===== src/rtl/gate_arb_seq.sv =====
// rtl/gate_arb_seq.sv - two-requester round-robin arbiter sharing one bitwise gate evaluator
// Optional GATE_ARB_SEQ_PARALLEL_EN: evaluate all bits in one EVAL edge instead of bit-serially.
module gate_arb_seq #(
  parameter int WIDTH = 8
) (
  input  logic             clk,
  input  logic             rst,
  input  logic             req0,
  input  logic             req1,
  input  logic [2:0]       op0,
  input  logic [2:0]       op1,
  input  logic [WIDTH-1:0] a0,
  input  logic [WIDTH-1:0] b0,
  input  logic [WIDTH-1:0] a1,
  input  logic [WIDTH-1:0] b1,
  output logic             gnt0,
  output logic             gnt1,
  output logic             done0,
  output logic             done1,
  output logic [WIDTH-1:0] result0,
  output logic [WIDTH-1:0] result1,
  output logic             err,
  output logic             busy
);

  typedef enum logic [1:0] {IDLE, EVAL, DONE} state_t;

  state_t           state;
  logic             owner;
  logic             last;
  logic             win;
  logic [2:0]       op_q;
  logic [WIDTH-1:0] a_q;
  logic [WIDTH-1:0] b_q;
  logic [WIDTH-1:0] full;

  function automatic logic [WIDTH-1:0] gate_eval(input logic [2:0] op,
                                                 input logic [WIDTH-1:0] a,
                                                 input logic [WIDTH-1:0] b);
    case (op)
      3'b000:  gate_eval = a & b;
      3'b001:  gate_eval = a | b;
      3'b010:  gate_eval = ~a;
      3'b011:  gate_eval = ~(a & b);
      3'b100:  gate_eval = ~(a | b);
      3'b101:  gate_eval = a ^ b;
      3'b110:  gate_eval = ~(a ^ b);
      default: gate_eval = '0;
    endcase
  endfunction

  // Tie goes to whichever requester was not served last.
  always_comb begin
    win = 1'b0;
    if (req0 && req1) win = ~last;
    else if (req1)    win = 1'b1;
  end

  assign full = gate_eval(op_q, a_q, b_q);

`ifndef GATE_ARB_SEQ_PARALLEL_EN
  localparam int IW = (WIDTH > 1) ? $clog2(WIDTH) : 1;
  logic [IW-1:0]    idx;
  logic [WIDTH-1:0] acc;
  logic [WIDTH-1:0] next_acc;

  always_comb begin
    next_acc      = acc;
    next_acc[idx] = full[idx];
  end
`endif

  always_ff @(posedge clk) begin
    if (rst) begin
      state   <= IDLE;
      owner   <= 1'b0;
      last    <= 1'b1;
      op_q    <= '0;
      a_q     <= '0;
      b_q     <= '0;
      gnt0    <= 1'b0;
      gnt1    <= 1'b0;
      done0   <= 1'b0;
      done1   <= 1'b0;
      err     <= 1'b0;
      busy    <= 1'b0;
      result0 <= '0;
      result1 <= '0;
`ifndef GATE_ARB_SEQ_PARALLEL_EN
      idx     <= '0;
      acc     <= '0;
`endif
    end else begin
      gnt0  <= 1'b0;
      gnt1  <= 1'b0;
      done0 <= 1'b0;
      done1 <= 1'b0;
      err   <= 1'b0;
      case (state)
        IDLE: begin
          if (req0 || req1) begin
            owner <= win;
            last  <= win;
            op_q  <= win ? op1 : op0;
            a_q   <= win ? a1 : a0;
            b_q   <= win ? b1 : b0;
            gnt0  <= ~win;
            gnt1  <= win;
            busy  <= 1'b1;
            state <= EVAL;
`ifndef GATE_ARB_SEQ_PARALLEL_EN
            idx   <= '0;
            acc   <= '0;
`endif
          end
        end
        EVAL: begin
`ifdef GATE_ARB_SEQ_PARALLEL_EN
          state <= DONE;
          err   <= (op_q == 3'b111);
          if (owner) begin
            result1 <= full;
            done1   <= 1'b1;
          end else begin
            result0 <= full;
            done0   <= 1'b1;
          end
`else
          acc <= next_acc;
          idx <= idx + 1'b1;
          if (idx == IW'(WIDTH - 1)) begin
            state <= DONE;
            err   <= (op_q == 3'b111);
            if (owner) begin
              result1 <= next_acc;
              done1   <= 1'b1;
            end else begin
              result0 <= next_acc;
              done0   <= 1'b1;
            end
          end
`endif
        end
        DONE: begin
          state <= IDLE;
          busy  <= 1'b0;
        end
        default: state <= IDLE;
      endcase
    end
  end

endmodule


===== config.mk =====
export PLATFORM = sky130hd
export DESIGN_NAME = gate_arb_seq
export DESIGN_NICKNAME = d
export VERILOG_FILES = /design/src/rtl/gate_arb_seq.sv
export SDC_FILE = /design/constraint.sdc
export NUM_CORES = 1
export LEC_CHECK = 0
export BUFFER_PORTS_ARGS = -buffer_cell sky130_fd_sc_hd__buf_4
export CAP_MARGIN = 15
export CORE_MARGIN = 2
export CORE_UTILIZATION = 60
export DETAILED_ROUTE_END_ITERATION = 8
export PLACE_DENSITY = 0.86
export SLEW_MARGIN = 15
export SYNTH_ARGS = -nofsm -noshare
export SYNTH_HDL_FRONTEND = slang
export SYNTH_SLANG_ARGS = --single-unit

===== constraint.sdc =====
create_clock -name clk -period 4.1 [get_ports clk]
set_input_delay 0.82 -clock clk [delete_from_list [all_inputs] [get_ports clk]]
set_output_delay 0.82 -clock clk [all_outputs]
set_load 0.005 [all_outputs]

# After elaboration in Yosys (flattened, before gate mapping)
# Index checks and enable logic that the tools add are counted.
# Widths: inputs -> output; s select.
# word_totals
reg_bits,56
in_bits,42
out_inout_bits,22
elab_cells,82
# op_classes
add_sub_neg,1
order_cmp,2
n_eq_ne,12
mux,22
bitwise,14
n_reduce_logical,15
# ops
operator,n
$pmux 8 s7,1
$not 8->8,4
$mux 8,3
$pmux 8 s2,1
$eq 3x3->1 const B,5
$and 8x8->8,1
$bwmux 8,1
$or 8x8->8,1
$reduce_and 2->1,4
$xor 8x8->8,1
$mux 1,7
$not 1->1,7
$eq 3x2->1 const B,2
$mux 3,2
$pmux 3 s2,1
$reduce_and 3->1,2
$reduce_or 3->1,2
$lt 3x4->1 const B,1
$mux 2,2
$ne 2x2->1 const B,2
$pmux 2 s2,1
$reduce_bool 2->1,2
$add 3x1->3 const B,1
$bmux 1 s3,1
10 further kinds,11

# Logic depth before layout (Yosys ltp)
# logic_depth
depth_word,7
depth_mapped,9
mapped_depth_nobuf,8

# Worst setup path after synthesis
# Ideal clock, no wire load.
# synth_timing
path_type,flip-flop to flip-flop
from,register a_q[6]
to,register acc[6]
setup_ns,0.120
arrival_ns,1.985
t_required_ns,3.980
setup_slack_ns,1.996
stages_incl_launch_ff,9
n_path_buf,0
period_less_slack_ns,2.104
path_cell_list,dfxtp_1 > inv_1 > ha_1 > mux2_4 > a221o_1 > a211oi_1 > o32ai_2 > nand2b_4 > o31a_1
# synth_via
elab_chain_cells,7
word_cells_on_any_way,12
classes_between,mux: 5; bitwise: 7
# synth_rtl
element,line_no,rtl
"start, declared",33,logic [WIDTH-1:0] a_q;
"start signal, assigned",105,a_q <= win ? a1 : a0;
"$xor 8x8->8, or another cell as far along","46, 47",
$not 8->8 (on tied branches),"47, 44, 45",
$pmux 8 s7 *,40,case (op)
$bmux 1 s3 *,69,next_acc[idx] = full[idx];
$mux 1 (implied by the code) *,69,
$bwmux 8 *,69,
$pmux 8 s2 *,99,case (state)
"end signal, assigned",129,acc <= next_acc;
"end, declared",64,logic [WIDTH-1:0] acc;
# Mark *: on every way between the ends. The rest lies on a longest branch, timed or not. The select of a mux whose other input is x is not followed.
# A chain may end at the register's enable or synchronous reset.

# Worst setup path after layout
# layout_timing
from,register op_q[2]
to,register acc[6]
# layout_via
elab_chain_cells,6
word_cells_on_any_way,12
classes_between,eq/ne: 6; mux: 5; reduce/logical: 1
# layout_rtl
element,line_no,rtl
"start, declared",32,logic [2:0] op_q;
"start signal, assigned",104,op_q <= win ? op1 : op0;
"$eq 3x3->1, or another cell as far along",40,
$pmux 8 s7 *,40,
$bmux 1 s3 *,69,
$mux 1 (implied by the code) *,69,
$bwmux 8 *,69,
$pmux 8 s2 *,99,
# Marked as above.

==> results.yml <==
power_and_ir_drop:
  cell_pwr_density_nw_per_um2: 330.1
  comb_power_share: 0.204
  cellLeakagePower_nw: 1.532
  share_seq_of_total_power: 0.497
  clock_power_share: 0.299
  sw_ratio: 0.2905
  cell_int_power_mw: 0.8832
  ir_worst_vdd_v: 0.0002266
  power.net_switching_mw: 0.3617
final_layout:
  regArea_sq_um: 1121
  final_net_count: 485
  finish.instance_area_sq_um: 3771
  fillCellCount: 427
  final_layout_size_suffix_gt1_frac: 0.1972
  area_taken_by_multi_input_logic_gates_sq_um: 1892
  syn_to_final_growth_pct: 16.87
  num_antenna_cells: 0
  final_core_util: 0.7337
placed_design:
  gp_congestion: 0.8866
  place_area_sq_um: 3660
  place.detailed.hpwl_mm: 5.130
  buffer_ports.inserted: 63
  detailedPlace.worstSlack_ns: 1.489
cts:
  clock_pin_slew_on_the_worst_setup_and_hold_paths_ns: 0.10
  worst_skew_pair.late_latency_ns: 0.32
  cts_post_setup_buffers_inserted: 0
  postCtsResizedCells: 0
  cts_root_buffer: "clkbuf_8"
  clock_path_buffers: 2
  cts_tree: "done"
  postCtsHoldBufs: 0
  cts_made_buffers: 5
  htreeDepth: 2
  clkSinkCount: 56
yosys:
  synth_ff_type: "dfxtp_1"
  synth_warnings: 0
  ys_seq_area_frac: 0.3474
  biggest_area_contributors_in_the_synthesized_netlist: "dfxtp_1 35%, mux2i_1 9.0%, ha_1 7.0%"
  synth-seq-cells: 56
  netlist-cell-type-count: 50
  postSynthNetCount: 443
  synth.cell_area_sq_um: 3227
  synth_edf_count: 0
  netlist.area_leader.share: 0.3474
  synthDominantAreaCellType: "dfxtp_1"
  synth_async_sr_flop_share: 0
  synth.cells.most_frequent: "59 x nor2_1, 56 x dfxtp_1, 29 x mux2i_1"
  synth.most_common_cell: "nor2_1"
  postSynthCellCount: 383
  syn_area_per_cell_sq_um: 8.425
sta:
  timing.final.ws_setup_ns: 1.446
  final_period_minus_worst_setup_slack_ns: 2.654
  finalCritPeriodShare: 0.6472
  timing.fmax_ghz: 0.3768
  setup-violations-final: 0
  timing_max_transition_violations_final: 0
  tightestPinTransition_ns: 0.9377
  rsz0062_at_grt: "false"
  timing.final.hold_violations: 0
  setup_skew_ns: 0.005095
  slew_headroom: 0.3740
  finalSetupTns_ns: 0
global_route:
  grt.total_usage: 0.2423
  grt_pass1_vias: 2625
  grtUsageMet2: 0.3965
  groute.layer.met3.usage: 0.05000
  global_route.peak_usage_layer: "met2"
  grt_antenna_before_repair: 0
  pin_count_of_the_biggest_net_entering_global_routing: 57
  globalRoute.totalOverflow: 0
  grt_pass1_wl_mm: 11.83
  gr-usage-met1: 0.3228
flow_run:
  cap_violations: 0
drt:
  drt_iter0_drc: 203
  drc: 0
  postRouteAntennaNets: 0
  detail_route.wirelength_mm: 7.026
  routed_wire_length_per_instance_microns: 14.17
  detailed_routing_iterations_pass_1: 5
  post_drt_via_cell_ratio: 5.760
  route.vias.total: 2857
floorplan:
  dieArea_sq_um: 5981
  floorplan.initialDensity: 0.6278
  num_io_pins: 64
  design.core.area_sq_um: 5140
  die_height_microns: 77.34
  num_rows: 26
  chip_width_microns: 77.34
worst_setup_path:
  endpoint_kind: "flop"
  cp-start-kind: "flop"
  required_ns: 4.32
  worstPathArrival_ns: 2.87
  path_class: "reg -> reg"
  critPathMaxFanout: 28
status:
  outcome: "finished, final reports clean"
worst_hold_path:
  path_category_of_the_worst_min_delay_check: "reg -> reg"
-- per-layer routing --
layer / vias to the layer above / part of all wire
li1: 1457 / -
met1: 1308 / 0.47
met2: 84 / 0.46
met3: 8 / 0.051
met4: 0 / 0.013
met5: - / 0
-- power groups by stage --
stage / clock, mW / combinational, mW / sequential, mW
after floorplan: 0 / 0.214 / 0.600
after global placement: 0 / 0.243 / 0.628
after detailed placement: 0 / 0.252 / 0.630
after CTS: 0.375 / 0.254 / 0.618
after global routing: 0.397 / 0.282 / 0.625
final: 0.372 / 0.254 / 0.619
-- layout by cell type, fill, tap and decap left out, types with 2 or more instances in the layout --
cell type	Yosys	routed
a311oi_1	2	2
nand2b_1	3	3
a22oi_1	5	5
a21oi_1	17	17
or3_1	2	2
ha_1	18	18
o31a_1	3	3
or2_2	2	2
buf_4	2	65
dfxtp_1	56	56
inv_1	19	19
nand2_1	23	23
o221ai_1	2	2
and2_1	5	5
nor2_1	59	59
clkbuf_8	0	5
mux2i_1	29	29
a31oi_1	2	2
mux2_2	3	3
a2bb2oi_1	2	2
o21ai_0	9	9
a2111oi_0	7	7
nor3b_1	3	3
o2111ai_1	2	2
a2111oi_1	2	2
o21a_1	6	6
nand3b_1	3	3
nand3_1	6	6
a211oi_1	24	24
nor3_1	13	12
nor2b_1	8	8
o211ai_1	3	3
-- path summary, 6_finish.rpt --
path	startpoint	to	slack, ns	depth (start not counted)
hold / removal	result1[7]	result1[7]	0.46	2
hold reg to reg	result1[7]	result1[7]	0.46	2
setup reg to reg	op_q[2]	acc[6]	1.45	6
setup / recovery	op_q[2]	acc[6]	1.45	6
-- cell families (layout without fill, tap and decap cells) --
logic type	Yosys count	after routing	synth area share
AO/OA/AOI/OAI	95	95	0.2171
adder cells (fa/ha/maj)	18	18	0.06980
buffers and inverters	49	92	0.06901
flip-flops	56	56	0.3474
multiplexers	33	33	0.1051
AND/OR/NAND/NOR	132	132	0.1915
-- per-stage QoR --
stage	power [mW]	hold slack, ns	cells
global route	1.303	0.4947	496
CTS	1.247	0.4580	496
floorplan	0.8137	0.4356	383
finish	1.245	0.4566	496
detailed placement	0.8821	0.4434	488
global placement	0.8714	0.4420	488
-- layout make-up --
class,instances,share of cell area
Multi-Input combinational cell,278,0.5017
Sequential cell,56,0.2973
Timing Repair Buffer,65,0.1294
Tap cell,70,0.02322
Clock buffer,6,0.01924
Inverter,19,0.01891
Clock inverter,2,0.01029
-- sequential cells by signal (all words and copies together), names as in the netlist, 2 cells and up --
register,count
idx,3
result0,8
result1,8
op_q,3
b_q,8
acc,8
state,2
a_q,8
-- worst max-delay path, stage by stage (launching register included) --
cell and delay, ns:
dfxtp_1 0.93, mux2_4 0.35, a221o_1 0.35, a211oi_1 0.27, o32ai_2 0.17, nand2b_4 0.20
o31a_1 0.28
(Power assumes the default switching activity.)
